`src/rtl/pipe_scheduler_pkg.sv`:
```
// Shared types and constants for the pipe scheduler: FSM encoding,
// default scroll divider, pattern-index sizing and the LFSR step function.
package pipe_pkg;

  typedef enum logic [1:0] {
    IDLE = 2'b00,
    PLAY = 2'b01,
    LOST = 2'b10
  } state_t;

  localparam int unsigned DEF_TICK_DIV = 2560;
  localparam int unsigned PATTERNS     = 16;
  localparam int unsigned SEL_W        = $clog2(PATTERNS);
  localparam int unsigned SCORE_W      = 8;

  // Fibonacci form, taps 16,14,13,11 mapped onto bits 0,2,3,5 (right shift).
  function automatic logic [15:0] lfsr_next(input logic [15:0] v);
    return {v[0] ^ v[2] ^ v[3] ^ v[5], v[15:1]};
  endfunction

  function automatic logic [SEL_W-1:0] pattern_of(input logic [15:0] v);
    return v[SEL_W-1:0];
  endfunction

endpackage

```
`src/rtl/pipe_scheduler_if.sv`:
```
// Handshake bundle between the game logic (master) and the scheduler (slave).
interface pipe_scheduler_if;
  import pipe_pkg::*;

  logic               start;
  logic               collision;
  logic               step;
  logic               insert_pipe;
  logic [SEL_W-1:0]   sel;
  logic               loss;
  logic [SCORE_W-1:0] score;
  logic [1:0]         state;

  modport master (
    output start, collision,
    input  step, insert_pipe, sel, loss, score, state
  );

  modport slave (
    input  start, collision,
    output step, insert_pipe, sel, loss, score, state
  );

endinterface

```
`src/rtl/pipe_scheduler_lfsr16.sv`:
```
// Free-running 16-bit pattern LFSR; reloads the seed if it ever reads zero.
module lfsr16
  import pipe_pkg::*;
(
  input  logic        clock,
  input  logic        reset,
  input  logic [15:0] seed,
  output logic [15:0] q
);

  logic [15:0] q_q, q_d;

  always_comb begin
    q_d = lfsr_next(q_q);
    if (q_q == '0) q_d = seed;
  end

  always_ff @(posedge clock) begin
    if (reset) q_q <= seed;
    else       q_q <= q_d;
  end

  assign q = q_q;

endmodule

```
`src/rtl/pipe_scheduler.sv`:
```
// Playfield scroll scheduler: paces scroll steps, chooses pipe/blank columns,
// tracks pipes passing the bird for scoring, and runs the IDLE/PLAY/LOST FSM.
module pipe_scheduler
  import pipe_pkg::*;
#(
  parameter int unsigned TICK_DIV  = DEF_TICK_DIV,
  parameter int unsigned GAP_COLS  = 3,
  parameter int unsigned BIRD_DIST = 12,
  parameter logic [15:0] LFSR_SEED = 16'hACE1
) (
  input  logic              clock,
  input  logic              reset,
  pipe_scheduler_if.slave   bus
);

  localparam int unsigned TICK_W = 12;
  localparam int unsigned COL_W  = 4;
  localparam logic [TICK_W-1:0] TICK_LAST = TICK_W'(TICK_DIV - 1);
  localparam logic [COL_W-1:0]  COL_LAST  = COL_W'(GAP_COLS);

  state_t               state_q, state_d;
  logic [TICK_W-1:0]    tick_q, tick_d;
  logic [COL_W-1:0]     col_q, col_d;
  logic [BIRD_DIST-1:0] track_q, track_d;
  logic [SCORE_W-1:0]   score_q, score_d;
  logic [SEL_W-1:0]     sel_q, sel_d;
  logic                 step_q, step_d;
  logic                 ins_q, ins_d;

  logic [15:0]          lfsr;
  logic                 pipe_now;

  lfsr16 u_lfsr (
    .clock (clock),
    .reset (reset),
    .seed  (LFSR_SEED),
    .q     (lfsr)
  );

  assign pipe_now = (col_q == COL_LAST);

  // The step decision is taken on the edge that ends the tick_cnt==TICK_DIV-1
  // cycle and registered, so a coincident collision can still cancel it
  // without any input reaching an output combinationally.
  always_comb begin
    state_d = state_q;
    tick_d  = tick_q;
    col_d   = col_q;
    track_d = track_q;
    score_d = score_q;
    sel_d   = sel_q;
    step_d  = 1'b0;
    ins_d   = 1'b0;

    unique case (state_q)
      IDLE: begin
        if (bus.start) begin
          state_d = PLAY;
          tick_d  = '0;
          col_d   = '0;
          track_d = '0;
          score_d = '0;
        end
      end

      PLAY: begin
        if (bus.collision) begin
          state_d = LOST;
        end else if (tick_q == TICK_LAST) begin
          tick_d  = '0;
          step_d  = 1'b1;
          ins_d   = pipe_now;
          track_d = BIRD_DIST'({track_q, pipe_now});
          if (pipe_now) begin
            sel_d = pattern_of(lfsr);
            col_d = '0;
          end else begin
            col_d = col_q + COL_W'(1);
          end
          if (track_q[BIRD_DIST-1] && (score_q != '1)) begin
            score_d = score_q + SCORE_W'(1);
          end
        end else begin
          tick_d = tick_q + TICK_W'(1);
        end
      end

      LOST: begin
        if (bus.start) state_d = IDLE;
      end

      default: state_d = IDLE;
    endcase
  end

  always_ff @(posedge clock) begin
    if (reset) begin
      state_q <= IDLE;
      tick_q  <= '0;
      col_q   <= '0;
      track_q <= '0;
      score_q <= '0;
      sel_q   <= '0;
      step_q  <= 1'b0;
      ins_q   <= 1'b0;
    end else begin
      state_q <= state_d;
      tick_q  <= tick_d;
      col_q   <= col_d;
      track_q <= track_d;
      score_q <= score_d;
      sel_q   <= sel_d;
      step_q  <= step_d;
      ins_q   <= ins_d;
    end
  end

  assign bus.step        = step_q;
  assign bus.insert_pipe = ins_q;
  assign bus.sel         = sel_q;
  assign bus.loss        = (state_q == LOST);
  assign bus.score       = score_q;
  assign bus.state       = state_q;

endmodule
```
`src/flat_wrapper.sv`:
```
// flat-port wrapper written by rule: the top's interface ports become plain ports
module pipe_scheduler_flat import pipe_pkg::*;
#(
  parameter int unsigned TICK_DIV  = DEF_TICK_DIV,
  parameter int unsigned GAP_COLS  = 3,
  parameter int unsigned BIRD_DIST = 12,
  parameter logic [15:0] LFSR_SEED = 16'hACE1
)
  (clock, reset, bus_start, bus_collision, bus_step, bus_insert_pipe, bus_sel, bus_loss, bus_score, bus_state);
  pipe_scheduler_if bus_i ();
  input  logic clock;
  input  logic reset;
  input wire logic [$bits(bus_i.start)-1:0] bus_start;
  input wire logic [$bits(bus_i.collision)-1:0] bus_collision;
  output wire logic [$bits(bus_i.step)-1:0] bus_step;
  output wire logic [$bits(bus_i.insert_pipe)-1:0] bus_insert_pipe;
  output wire logic [$bits(bus_i.sel)-1:0] bus_sel;
  output wire logic [$bits(bus_i.loss)-1:0] bus_loss;
  output wire logic [$bits(bus_i.score)-1:0] bus_score;
  output wire logic [$bits(bus_i.state)-1:0] bus_state;
  assign bus_i.start = bus_start;
  assign bus_i.collision = bus_collision;
  assign bus_step = bus_i.step;
  assign bus_insert_pipe = bus_i.insert_pipe;
  assign bus_sel = bus_i.sel;
  assign bus_loss = bus_i.loss;
  assign bus_score = bus_i.score;
  assign bus_state = bus_i.state;
  pipe_scheduler #(.TICK_DIV(TICK_DIV), .GAP_COLS(GAP_COLS), .BIRD_DIST(BIRD_DIST), .LFSR_SEED(LFSR_SEED)) u_core (.clock(clock), .reset(reset), .bus(bus_i));
endmodule
```
`config.mk`:
```
export PLATFORM = sky130hd
export DESIGN_NAME = pipe_scheduler_flat
export DESIGN_NICKNAME = d
export VERILOG_FILES = /design/src/rtl/pipe_scheduler_pkg.sv /design/src/rtl/pipe_scheduler_if.sv /design/src/rtl/pipe_scheduler_lfsr16.sv /design/src/rtl/pipe_scheduler.sv /design/src/flat_wrapper.sv
export SDC_FILE = /design/constraint.sdc
export NUM_CORES = 1
export LEC_CHECK = 0
export CORE_ASPECT_RATIO = 1.25
export CORE_UTILIZATION = 57
export DETAILED_ROUTE_END_ITERATION = 10
export PLACE_DENSITY = 0.9
export SYNTH_ARGS = -nofsm -noshare
export SYNTH_HDL_FRONTEND = slang
export SYNTH_SLANG_ARGS = --single-unit
export TNS_END_PERCENT = 20
```
`constraint.sdc`:
```
create_clock -name clock -period 2.4 [get_ports clock]
set_input_delay 0.72 -clock clock [delete_from_list [all_inputs] [get_ports clock]]
set_output_delay 0.72 -clock clock [all_outputs]
set_load 0.05 [all_outputs]
```
# Yosys cells after proc, flatten, opt, wreduce, memory -nomap -nowiden
# Cells that the tools add are included.
totals:
  word_cells: 63
  input_bits: 4
  regBits: 60
  out_inout_bits: 17
classes:
  bitwise_logic: 6
  n_addsub: 3
  eq_ne: 11
  n_mux: 22
  n_reduce_logical: 12
ops:
  columns: ["cell", "n"]
  rows:
  - ["12-bit 2-to-1 mux", 5]
  - ["12-bit case mux with 2 select lines", 2]
  - ["8-bit 2-to-1 mux", 4]
  - ["16-bit logical NOT", 1]
  - ["4-bit 2-to-1 mux", 4]
  - ["8-bit case mux with 2 select lines", 1]
  - ["12-bit by 1-bit adder with 12-bit output, second input constant", 1]
  - ["12-bit equality test, second input constant", 1]
  - ["8-bit by 1-bit adder with 8-bit output, second input constant", 1]
  - ["2-bit != test, second input constant", 4]
  - ["8-bit != test, second input constant", 1]
  - ["4-bit case mux with 2 select lines", 1]
  - ["4-bit AND reduction", 2]
  - ["2-bit 2-to-1 mux", 3]
  - ["2-bit case mux with 3 select lines", 1]
  - ["3-bit AND reduction", 2]
  - ["5-bit AND reduction", 1]
  - ["4-bit by 1-bit adder with 4-bit output, second input constant", 1]
  - ["4-bit by 2-bit equality test with 1-bit output, second input constant", 1]
  - ["2-bit by 1-bit != test with 1-bit output, second input constant", 2]
  - ["4-bit OR reduction", 1]
  - ["1-bit NOT", 3]
  - ["3-bit OR reduction", 1]
  - ["1-bit XOR", 3]
  - ["other kinds (7)", 7]

# Logic depth before layout (Yosys ltp)
logic_depth:
  depth_word: 6
  depth_mapped: 7
  mapped_depth_nobuf: 5

# By module
# From an unflattened synthesis, not the netlist that was laid out.
hier_totals:
  cells_unflattened: 298
  hier_area_um2: 2824.0
by_module_without_submodules:
  columns: ["mod", "cells_each", "instances", "area_each_um2"]
  rows:
  - ["pipe_scheduler", 257, 1, 2207.1]
  - ["lfsr16", 41, 1, 616.8]

# Least setup slack after synthesis
# No wires, ideal clock.
synth_timing:
  path_type: "register -> register"
  startpoint: "reg u_core.state_q[0], in the netlist u_core.bus.state[0]"
  endpoint: "reg u_core.score_q[6], in the netlist u_core.bus.score[6]"
  t_arrival_ns: 1.928
  setup_slack_ns: 0.410
  t_required_ns: 2.338
  path_stages_with_launch: 5
  setup_time_ns: 0.062
  cell_sequence: "dfxtp_1 -> or3b_4 -> or3_1 -> or4_1 -> nand3_1"
synth_via:
  elab_chain_len: 3
  word_cells_on_any_way: 9
synth_lines:
  columns: ["element", "line_no", "text"]
  rows:
  - ["start: declaration", "pipe_scheduler.sv:21", "state_t state_q, state_d;"]
  - ["start signal: assignment", "pipe_scheduler.sv:107", "state_q <= state_d;"]
  - ["2-bit by 1-bit equality test with 1-bit output or 2-bit logical NOT (tied branches)", "pipe_scheduler.sv:55", "unique case (state_q)"]
  - ["2-bit by 1-bit != test with 1-bit output (no source line) (tied with other cells)", null, null]
  - ["5-bit AND reduction (no source line)", null, null]
  - ["end signal: assignment", "pipe_scheduler.sv:111", "score_q <= score_d;"]
  - ["end: declaration", "pipe_scheduler.sv:25", "logic [SCORE_W-1:0] score_q, score_d;"]
# Parallel ways exist; a longest one is shown, timed or not.
# A chain may end at the register's enable or synchronous reset.

# Final worst setup path
layout_timing:
  startpoint: "reg u_core.score_q[6], in the netlist u_core.bus.score[6]"
  endpoint: "out bus_score[6]"
layout_lines:
  columns: ["element", "line_no", "text"]
  rows:
  - ["end: declaration", "flat_wrapper.sv:19", "output wire logic [$bits(bus_i.score)-1:0] bus_score;"]
# No word-level cell between the ends.

==> impl_metrics.toml <==
[critical_path]
cp.arrival_ns = 1.65
crit_cells = 1
r2r_cells = 5
path_buf_inv = 1
crit_type = "flop to output pin"
regToRegSetupSlack_ns = 0.46
reg2reg_to = "u_core.tick_q[9]"
max_stage_delay_ns = 0.85
cp_top_family = "buffers and inverters"
worst_r2r_startpoint = "u_core.tick_q[0]"
start_kind = "flop"
crit_end = "bus_score[6]"
end_kind = "output pin"
worstPathMaxFanout = 7
slowest_stage = "clkdlybuf4s50_1"
path_cells = "clkdlybuf4s50_1"
worstPathRequired_ns = 1.68
critPathLaunch = "u_core.bus.score[6]"

[pwr]
ir_drop_v = 0.000598
pwr_density_cell_nw_per_um2 = 718
power.total_mw = 2.35
p_clk_frac = 0.452
power_switching_mw = 0.624
p_int_mw = 1.72
switching_share = 0.266
p_comb_frac = 0.099
seq_power_share = 0.449
leakage_nw = 1.20

[floorplan]
core_area_um2 = 4460
initial_core_util = 0.604
dieWidth_um = 63.5
io_pins = 21
die_area_um2 = 5010
die_h_um = 78.9
rows = 27

[finish]
post-route-util = 0.733
multi_input_area_um2 = 1360
final_layout_size_suffix_gt1_frac = 0.148
syn_to_final_growth_pct = 21.3
diodes = 0
register_area_um2 = 1200
nFillCells = 318
fin_nets = 339

[synthesis]
ys_seq_elements = 60
synthCells = 299
yosysSeqAreaShare = 0.446
synthTopCellsByArea = "dfxtp_1, nand2_1, nand3_1, nor4_1, a21oi_1"
syn_area_um2 = 2690
synth_edf_count = 0
yosysUniqueCellTypes = 57
synth_top_area_frac = 0.446
ys_async_sr_fraction = 0
synth_common_cells = "dfxtp_1, nand2_1, nand3_1"
synth.largest_area_cell = "dfxtp_1"
synth_area_per_cell_um2 = 9.01
yosysWarnings = 0
synthFlopType = "dfxtp_1"
synth_most_common_cell = "dfxtp_1"
syn-num-nets = 306

[outcome]
status = "finished clean"

[drt]
drc = 0
ant_nets = 0
drt_iter0_markers = 207
wl_um = 6370
vias = 2466
via_per_inst = 6.24
dr.pass1.iters = 5
wire_per_inst_um = 16.1

[clock_tree]
clk_pin_slew_ns = 0.08
cts_made_buffers = 9
cts_tree = "built"
cts_htree_levels = 3
cts_setup_buffers = 0
clock_path_buffers = 2
ctsHoldBuffers = 0
insertion_delay_ns = 0.36
clock_sinks = 60
cts-root-buf = "clkbuf_8"

[timing]
timing.fmax_ghz = 0.422
hold_viol_final = 0
period_minus_slack_ns = 2.37
setup_viol = 0
tns_ns = 0
drv_slew = 0
tightest_slew_ns = 0.504
fin_skew_ns = 0.0104
fin_crit_sh = 0.988
slew_headroom = 0.663
rsz0062_at_grt = "no"

[hold_path]
min_path_type = "flop to flop"

[placement]
place_hpwl_um = 4090
place.gp.congestion = 0.845
port_buffers = 20

[run]
drv_cap = 0

[grt]
grt_pass1_wl_um = 10500
antenna_found_initial = 0
grt_max_degree = 27
track_usage = 0.270
grt_pass1_vias = 2288
grt-ovfl-total = 0
## routing by layer
| metal | vias to the layer above | GRT usage | routed length, µm |
|---|---|---|---|
| met4 | 0 | 0.114 | 161 |
| li1 | 1169 | - | - |
| met5 | - | 0 | 0 |
| met2 | 99 | 0.459 | 3190 |
| met3 | 22 | 0.0776 | 429 |
| met1 | 1176 | 0.316 | 2590 |
## registers in the layout, indices dropped and copies added, names as in the netlist
register                count
u_core.bus.insert_pipe      1
u_core.bus.score            8
u_core.col_q                4
u_core.u_lfsr.q            16
u_core.track_q             12
u_core.bus.state            2
u_core.tick_q              12
u_core.bus.step             1
u_core.bus.sel              4
## layout by cell type (no fill, tap or decap), drive strengths merged, types with 6 or more instances in the layout
master          n
clkbuf          9
nand2          31
and2            7
or3             6
o21bai          9
nand4           8
a21oi          17
dfxtp          60
clkdlybuf4s50  15
inv            12
nor4           14
or4             6
buf            21
nand2b          7
nand3          22
o21ai          11
nor2            9
## power groups by stage
stage / Clock [mW] / Combinational, mW / Sequential (mW)
after floorplan: 0 / 0.119 / 1.09
after detailed placement: 0 / 0.230 / 1.07
final: 1.06 / 0.233 / 1.05
after global placement: 0 / 0.227 / 1.07
after global routing: 1.11 / 0.247 / 1.06
after CTS: 1.07 / 0.231 / 1.05
## how the worst min path moves through the flow
stage	from	endpoint	slack [ns]	cells past startpoint
floorplan	u_core.u_lfsr.q[8]	u_core.u_lfsr.q[7]	0.41	1
global placement	u_core.u_lfsr.q[12]	u_core.u_lfsr.q[11]	0.42	1
detailed placement	u_core.u_lfsr.q[7]	u_core.u_lfsr.q[6]	0.44	1
CTS	u_core.u_lfsr.q[11]	u_core.u_lfsr.q[10]	0.46	1
global route	u_core.u_lfsr.q[11]	u_core.u_lfsr.q[10]	0.47	1
finish	u_core.u_lfsr.q[7]	u_core.u_lfsr.q[6]	0.46	1
## cell type report
| class | count | share of cell area |
|---|---|---|
| clock buffer | 9 | 0.0379 |
| clock inverter | 7 | 0.0325 |
| inverter | 9 | 0.0103 |
| multi-input combinational | 213 | 0.417 |
| sequential | 60 | 0.368 |
| tap | 58 | 0.0222 |
| timing repair buffer | 39 | 0.112 |
## cell families after synthesis
group           after synthesis  share of synthesized area
simple gates                136                      0.297
compound gates               64                      0.160
flops                        60                      0.446
buf+inv                      26                     0.0478
xor+xnor                      6                     0.0195
mux                           4                     0.0153
fa+ha+maj                     3                     0.0139
## what timing repair did
item | 4_1_cts | 5_1_grt
setup endpoints to repair | 1 | 2
hold endpoints to repair | 0 | 0
gates resized for setup | 1 | 2
## stage by stage
| stage | std cells | hold WS [ns] | area (µm²) | setup WS [ns] |
|---|---|---|---|---|
| floorplan | 299 | 0.412 | 2690 | 0.410 |
| global placement | 379 | 0.424 | 3030 | -0.0444 |
| detailed placement | 379 | 0.438 | 3030 | -0.0927 |
| CTS | 395 | 0.458 | 3260 | 0.0231 |
| global route | 395 | 0.466 | 3270 | 0.00484 |
| finish | 395 | 0.459 | 3270 | 0.0283 |
No activity file was read; power rests on OpenSTA's default activity.
